**config.mk**
```make
export PLATFORM = sky130hd
export DESIGN_NAME = sdram_traffic_gen
export DESIGN_NICKNAME = d
export VERILOG_FILES = /design/src/rtl/sdram_traffic_gen.sv
export SDC_FILE = /design/constraint.sdc
export NUM_CORES = 1
export LEC_CHECK = 0
export ABC_AREA = 1
export BUFFER_PORTS_ARGS = -buffer_cell sky130_fd_sc_hd__buf_4
export CAP_MARGIN = 20
export CELL_PAD_IN_SITES_DETAIL_PLACEMENT = 1
export CELL_PAD_IN_SITES_GLOBAL_PLACEMENT = 2
export CORE_ASPECT_RATIO = 0.9
export CORE_UTILIZATION = 32
export CTS_CLUSTER_DIAMETER = 120
export CTS_CLUSTER_SIZE = 40
export DETAILED_ROUTE_END_ITERATION = 10
export PLACE_DENSITY = 0.88
export SLEW_MARGIN = 0
export SYNTH_ARGS = -nofsm -noshare
export SYNTH_HDL_FRONTEND = slang
export SYNTH_SLANG_ARGS = --single-unit
```
**constraint.sdc**
```tcl
create_clock -name clk -period 3.4 [get_ports clk]
set_input_delay 0.68 -clock clk [delete_from_list [all_inputs] [get_ports clk]]
set_output_delay 0.68 -clock clk [all_outputs]
set_load 0.02 [all_outputs]
```
**src/rtl/sdram_traffic_gen.sv**
```systemverilog
// sdram_traffic_gen: Avalon-MM pattern writer plus pipelined readback checker
`timescale 1ns/1ps
module sdram_traffic_gen #(
  parameter int ADDR_W   = 22,
  parameter int DATA_W   = 16,
  parameter int BE_W     = DATA_W / 8,
  parameter int MAX_PEND = 4,
  parameter int ERR_W    = 16
) (
  input  logic              clk,
  input  logic              reset,
  input  logic              start,
  input  logic [1:0]        mode,
  input  logic [ADDR_W-1:0] base_addr,
  input  logic [ADDR_W-1:0] length,
  input  logic [DATA_W-1:0] seed,
  output logic [ADDR_W-1:0] av_addr,
  output logic [BE_W-1:0]   av_be_n,
  output logic [DATA_W-1:0] av_data,
  output logic              av_wr_n,
  output logic              av_rd_n,
  input  logic              av_waitrequest,
  input  logic [DATA_W-1:0] av_readdata,
  input  logic              av_readdatavalid,
  output logic              busy,
  output logic              done,
  output logic              pass,
  output logic [ERR_W-1:0]  err_count,
  output logic [ADDR_W-1:0] first_err_addr
);
  typedef enum logic [2:0] {IDLE, WRITE, GAP, READ, DRAIN, FIN} state_t;
  state_t state, nxt;
  logic [1:0] mode_q;
  logic [ADDR_W-1:0] base_q, len_q, wi, ri, raddr;
  logic [DATA_W-1:0] seed_q, rexp;
  logic [3:0] pending;
  logic wr_acc, rd_acc, rv, can_rd, last, mism;

  function automatic logic [DATA_W-1:0] pat(input logic [1:0] m, input logic [DATA_W-1:0] s,
                                            input logic [ADDR_W-1:0] a, input logic [ADDR_W-1:0] i);
    return m == 2'd0 ? DATA_W'(a) : m == 2'd1 ? ~DATA_W'(a) : m == 2'd2 ? s : s + DATA_W'(i);
  endfunction

  assign av_be_n = '0;
  assign can_rd  = pending < 4'(MAX_PEND) || (pending == 4'(MAX_PEND) && av_readdatavalid);
  assign wr_acc  = !av_wr_n && !av_waitrequest;
  assign rd_acc  = !av_rd_n && !av_waitrequest;
  assign rv      = av_readdatavalid && (state == READ || state == DRAIN) && pending != 4'd0;
  assign last    = wi == len_q - ADDR_W'(1);
  assign raddr   = base_q + ri;
  assign rexp    = pat(mode_q, seed_q, raddr, ri);
  assign mism    = rv && av_readdata != rexp;

  // state register
  always_ff @(posedge clk)
    state <= reset ? IDLE : nxt;

  // next-state logic
  always_comb begin
    nxt = state;
    case (state)
      IDLE:    nxt = start ? (length == '0 ? FIN : WRITE) : IDLE;
      WRITE:   nxt = wr_acc && last ? GAP : WRITE;
      GAP:     nxt = READ;
      READ:    nxt = rd_acc && last ? DRAIN : READ;
      DRAIN:   nxt = pending == 4'd0 ? FIN : DRAIN;
      default: nxt = IDLE;
    endcase
  end

  // bus strobes and busy; reads are throttled by the outstanding-read budget
  always_comb begin
    av_wr_n = state != WRITE;
    av_rd_n = !(state == READ && can_rd);
    busy    = state inside {WRITE, GAP, READ, DRAIN};
  end

  // request address/data, outstanding-read count, checker and result registers
  always_ff @(posedge clk) begin
    if (reset) begin
      mode_q <= '0;
      base_q <= '0;
      len_q <= '0;
      seed_q <= '0;
      wi <= '0;
      ri <= '0;
      av_addr <= '0;
      av_data <= '0;
      pending <= '0;
      err_count <= '0;
      first_err_addr <= '0;
      done <= 1'b0;
      pass <= 1'b0;
    end else begin
      if (state == IDLE && start) begin
        mode_q <= mode;
        base_q <= base_addr;
        len_q <= length;
        seed_q <= seed;
        wi <= '0;
        ri <= '0;
        av_addr <= base_addr;
        av_data <= pat(mode, seed, base_addr, '0);
        err_count <= '0;
        first_err_addr <= '0;
        done <= 1'b0;
        pass <= 1'b0;
      end
      if (wr_acc) begin
        wi <= wi + ADDR_W'(1);
        av_addr <= av_addr + ADDR_W'(1);
        av_data <= pat(mode_q, seed_q, av_addr + ADDR_W'(1), wi + ADDR_W'(1));
      end
      if (state == GAP) begin
        wi <= '0;
        av_addr <= base_q;
      end
      if (rd_acc) begin
        wi <= wi + ADDR_W'(1);
        av_addr <= av_addr + ADDR_W'(1);
      end
      pending <= pending + 4'(rd_acc) - 4'(rv);
      if (rv) ri <= ri + ADDR_W'(1);
      if (mism) begin
        err_count <= &err_count ? err_count : err_count + ERR_W'(1);
        if (err_count == '0) first_err_addr <= raddr;
      end
      if (nxt == FIN && state != FIN) begin
        done <= 1'b1;
        pass <= state == IDLE || err_count == '0;
      end
    end
  end
endmodule

```
==> results of run 1 <==
cell type report:
cell class / count / area (um2)
Inverter: 263 / 990
Clock inverter: 14 / 150
Sequential cell: 191 / 3840
Tap cell: 547 / 684
Multi-Input combinational cell: 1586 / 8580
Fill cell: 5435 / 25300
Clock buffer: 18 / 429
Timing Repair Buffer: 229 / 1770
layout by cell type, fill, tap and decap left out, drive strengths merged, types with 6 or more instances in the layout:
cell,count
nand3,173
a211oi,10
nor3,21
o221ai,16
nand2,518
nor2,159
o211ai,14
inv,263
ha,63
dfxtp,191
o21ai,163
nor4,12
xnor2,25
a31oi,17
o22ai,6
clkbuf,18
a21oi,210
buf,229
nand3b,10
a22oi,7
clkinv,10
nand4,40
xor2,81
through the flow:
step | hold slack, ps | utilization, % | power [mW]
final | 477 | 39.4 | 5.99
after global routing | 468 | 39.4 | 6.24
after CTS | 462 | 39.0 | 6.01
after detailed placement | 471 | 37.5 | 3.92
after global placement | 464 | 37.5 | 3.90
after floorplan | 443 | - | 3.29
path summary, 6_finish.rpt:
check                 start            endpoint  slack (ps)
setup reg to reg  base_q[4]  first_err_addr[13]         150
setup / recovery  base_q[4]  first_err_addr[13]         150
hold / removal         done                done         480
hold reg to reg        done                done         480
routing by layer:
| layer | wire [um] | share of wire (%) |
|---|---|---|
| met2 | 26900 | 47 |
| met1 | 26300 | 46 |
| met5 | 13 | 0.023 |
| met4 | 1480 | 2.6 |
| met3 | 2700 | 4.7 |
kinds of logic after synthesis:
kind of cell	share of synthesized area [%]
AOI/OAI and AO/OA	19.1
xor gates and xnor gates	6.85
adders and majority gates	6.41
buffers and inverters	9.74
DFF	28.2
other	0.0277
and+or+nand+nor	29.6
flip-flops by register name, summed over array words and instances, names as in the netlist, 2 cells and up:
signal / count
wi: 22
state: 3
av_addr: 22
ri: 22
av_data: 16
len_q: 22
base_q: 22
pending: 4
seed_q: 16
first_err_addr: 22
err_count: 16
mode_q: 2
power by group:
group	switching, mW	internal (mW)	leakage [nW]
Clock	1.05	1.04	0.273
Combinational	0.919	0.488	5.65
Sequential	0.154	2.34	1.57
repair_timing:
| action | CTS | global route |
|---|---|---|
| pin swaps | 1 | 8 |
| endpoints found under the setup margin | 29 | 42 |
| buffers inserted | 0 | 1 |
| resized for setup | 5 | 40 |
worst max-delay path: stages, from the launching register on:
cell and delay (ps):
dfxtp_1 520, ha_1 380, nand2_1 100, nand2_1 90, a21oi_1 130, nand2_1 140, xnor2_1 190, buf_4 170
o21ai_0 270, nor2_1 70, nand2_1 60, nand4_1 100, nor2_2 200, nand3_4 170, nand2_4 120, buf_12 160
nand3_1 100, a21oi_1 180
==> results.yml, run 1 <==
final_layout:
  fin_area_um2: 16400
  antenna_cells: 0
  final-instance-count-excl-fill: 2848
  syn_to_final_growth_pct: 21.4
  nets: 2438
  layout-drive-gt1-share_pct: 13.6
placement:
  hpwl_um: 45600
  globalplace.congestion: 0.954
  post-place-ws_ps: -100
  dpl_cell_area_um2: 15700
  dp_cells: 2815
  port_buffers: 163
global_routing:
  grt_use_total_pct: 26.6
  busiest_layer: "met2"
  groute.layer.met2.usage_pct: 44.7
  grt_max_degree: 153
  grt_pass1_wl_um: 88200
  met3_usage_pct: 4.14
  grt_pass1_vias: 15200
  met1_usage_pct: 34.9
  overflow: 0
  antenna_found_initial: 1
power:
  ir_worst_vdd_uv: 318
  p_per_area_nw_per_um2: 365
  leakage_nw: 7.49
cts:
  max-clock-path-buffers: 2
  cts.sinks: 191
  cts_tree: "done"
  ctsHoldBuffers: 0
  clkSlewWorstSetupHoldPaths_ps: 80
  cts-root-buf: "clkbuf_16"
  worstSkewPairLatency_ps: 470
  cts_max_level: 4
  numCtsBuffers: 17
route:
  wire_per_inst_um: 20.2
  drt_pass1_iterations: 5
  num_vias: 15400
  via_per_inst: 5.39
  route.detailed.drc: 0
  final_antenna_net_count: 0
  drt_iter0_markers: 964
  wl_um: 57400
floorplan:
  die-area_um2: 43200
  initial_utilization_pct: 32.4
  core_um2: 41800
  io-pin-count: 166
  die_w_um: 219
  dieHeight_um: 197
  rows: 71
sta:
  skew_ps: 15.3
  fin_setup_tns_ps: 0
  setup_slack_ps: 153
  fmax_mhz: 308
  relSlewSlack_pct: 55.3
  final-hold-violation-count: 0
  finalCriticalPeriod_ps: 3250
  period_share_pct: 95.5
  final-setup-viol-count: 0
  worst_slew_pin_slew_ps: 670
  maxSlewViolCount: 0
outcome:
  status: "finished clean"
logic_synthesis:
  synth_area_um2: 13500
  ys_types: 51
  syn_avg_cell_area_um2: 6.39
  synth_edf_count: 0
  synth_top_cell_by_area: "dfxtp_1"
  synthFlopType: "dfxtp_1"
  synth_commonest_cells: "nand2_1, inv_1, a21oi_1"
  synth_seq_cells: 191
  synth_top_area_share_pct: 28.2
  synthCells: 2120
  async_flop_share_pct: 0
  yosys_warnings: 0
  synth_most_common_cell: "nand2_1"
  synthTopCellsByArea: "dfxtp_1, nand2_1, a21oi_1, inv_1, nand3_1"
  ys_seq_area_share_pct: 28.2
setup_path:
  cp.arrival_ps: 3640
  reg2reg_depth: 17
  crit_required_ps: 3790
  path_max_fanout: 22
  worst_setup_path_end_kind: "flip-flop"
  critPathKind: "reg2reg"
  cp-start-kind: "flip-flop"
min_path:
  holdPathStages: 2
  min_path_type: "reg2reg"
job:
  max_cap_viol_count: 0
Note: power is estimated with default switching activity, not from simulation.
==> run 2: changes to the inputs <==
Settings changed: SETUP_SLACK_MARGIN set to 0.5.
==> results.yml, run 2 (synthesized netlist as in run 1, its figures left out) <==
floorplan:
  dieHeight_um: 197
  io-pin-count: 166
  die_w_um: 219
  rows: 71
  core_um2: 41800
  die-area_um2: 43200
  initial_utilization_pct: 32.4
placement:
  post-place-ws_ps: 23.6
  port_buffers: 163
  globalplace.congestion: 0.990
  hpwl_um: 46400
global_routing:
  overflow: 0
  antenna_found_initial: 1
  grt_max_degree: 95
  grt_pass1_wl_um: 90600
  grt_use_total_pct: 27.4
  grt_pass1_vias: 15500
min_path:
  holdPathStages: 3
  min_to: "len_q[4]"
  hp-start: "length[4]"
  min_path_type: "in2reg"
setup_path:
  worst_setup_path_end_kind: "flip-flop"
  reg2reg_depth: 19
  critPathKind: "reg2reg"
  cp-start-kind: "flip-flop"
  cp.arrival_ps: 3490
  r2r-start: "wi[0]"
  r2r_end: "av_data[15]"
  crit_required_ps: 3740
  path_max_fanout: 4
  reg2reg_slack_ps: 250
final_layout:
  mostFrequentLayoutCells: "nand2_1, buf_4, inv_1"
  layout_commonest_cell: "nand2_1"
  layout-drive-gt1-share_pct: 23.6
  post-route-util_pct: 42.8
  nets: 2468
  syn_to_final_growth_pct: 31.8
cts:
  cts.sinks: 191
  clkSlewWorstSetupHoldPaths_ps: 80
  max-clock-path-buffers: 2
  ctsHoldBuffers: 0
  numCtsBuffers: 17
  worstSkewPairLatency_ps: 470
  cts_tree: "done"
  cts_max_level: 4
  cts-root-buf: "clkbuf_16"
sta:
  fmax_mhz: 317
  finalCriticalPeriod_ps: 3150
  worst_slew_pin_slew_ps: 1380
  skew_ps: 15.3
  setup_slack_ps: 250
  fin_setup_tns_ps: 0
  rsz0062_at_grt: "true"
  maxSlewViolCount: 0
  final-setup-viol-count: 0
  final-hold-violation-count: 0
  relSlewSlack_pct: 7.72
  period_share_pct: 92.6
route:
  num_vias: 15600
  drt_iter0_markers: 955
  drt_pass1_iterations: 5
  final_antenna_net_count: 0
  wire_per_inst_um: 20.9
  route.detailed.drc: 0
  via_per_inst: 5.42
  wl_um: 60100
job:
  max_cap_viol_count: 0
power:
  leakage_nw: 7.77
  p_per_area_nw_per_um2: 339
  ir_worst_vdd_uv: 309
outcome:
  status: "finished clean"
run 2: cell count changes in the layout (fill, tap and decap cells not counted), moves of 16 or more:
cell     delta
a21oi_2    +36
buf_4      +24
nand2_1    -27
nand3_1    -46
ha_1       -28
a21oi_1    -36
ha_4       +17
dfxtp_1    -27
nor2_1     -16
nand3_2    +25
nand3_4    +21
nand2_2    +25
dfxtp_2    +18
run 2: critical path, cell delays in order (launching register included):
cell and delay [ps]:
dfxtp_4 380, buf_6 110, nand3_4 80, nor3b_4 210, nand3_2 150, nor4_2 280
nand4_1 160, xor2_1 270, ha_1 350, nand2_2 130, o21ai_2 50, a21oi_1 120
nand2_1 100, nand2_1 70, nand2_1 40, nor2_1 110, xor2_1 160, o21ai_1 80
o21ai_1 80, a21oi_1 80
run 2: how the worst max path moves through the flow:
stage | slack (ps) | cells after the start | from | to
2_1_floorplan | 500 | 16 | wi[2] | av_data[14]
3_3_place_gp | 190 | 18 | ri[0] | first_err_addr[12]
3_5_place_dp | 20 | 20 | wi[1] | av_data[15]
4_1_cts | 270 | 21 | wi[1] | av_data[15]
5_1_grt | 80 | 19 | wi[0] | av_data[15]
6_report | 250 | 19 | wi[0] | av_data[15]
run 2: stage by stage:
| step | hold slack, ps | cells | area (um2) | power, mW |
|---|---|---|---|---|
| floorplan | 443 | 2121 | 13600 | 3.29 |
| global placement | 466 | 2823 | 15700 | 3.90 |
| detailed placement | 473 | 2823 | 15700 | 3.93 |
| CTS | 455 | 2869 | 16900 | 6.00 |
| global route | 470 | 2878 | 17900 | 6.30 |
| finish | 477 | 2879 | 17900 | 6.05 |
run 2: metal layers:
layer  track usage (%)  wire length (um)  vias to the layer above
met2              45.3             28300                      443
li1                  -                 -                     7441
met5                 0                 0                        -
met1              35.9             26400                     7622
met3              4.74              3490                       94
met4              9.10              1860                        0
run 2: report_power, final:
part           leakage [nW]  switching [mW]  total [mW]  internal [mW]
registers              1.58           0.161        2.50           2.34
clock network         0.274            1.05        2.04          0.985
logic                  5.92           0.984        1.51          0.530
total                  7.77            2.20        6.05           3.86
run 2: cell type report:
class,instances,area (um2)
Multi-Input combinational cell,1586,9650
Clock inverter,14,129
Clock buffer,18,439
Antenna cell,1,2.50
Inverter,263,1000
Sequential cell,191,3900
Fill cell,5315,23900
Tap cell,547,684
Timing Repair Buffer,259,2050
run 2: what timing repair did:
item                                    in CTS  in global routing
endpoints found under the setup margin      50                 56
pin swaps                                   39                 88
gates cloned                                 2                  1
buffers inserted                            12                  8
resized for setup                          122                211
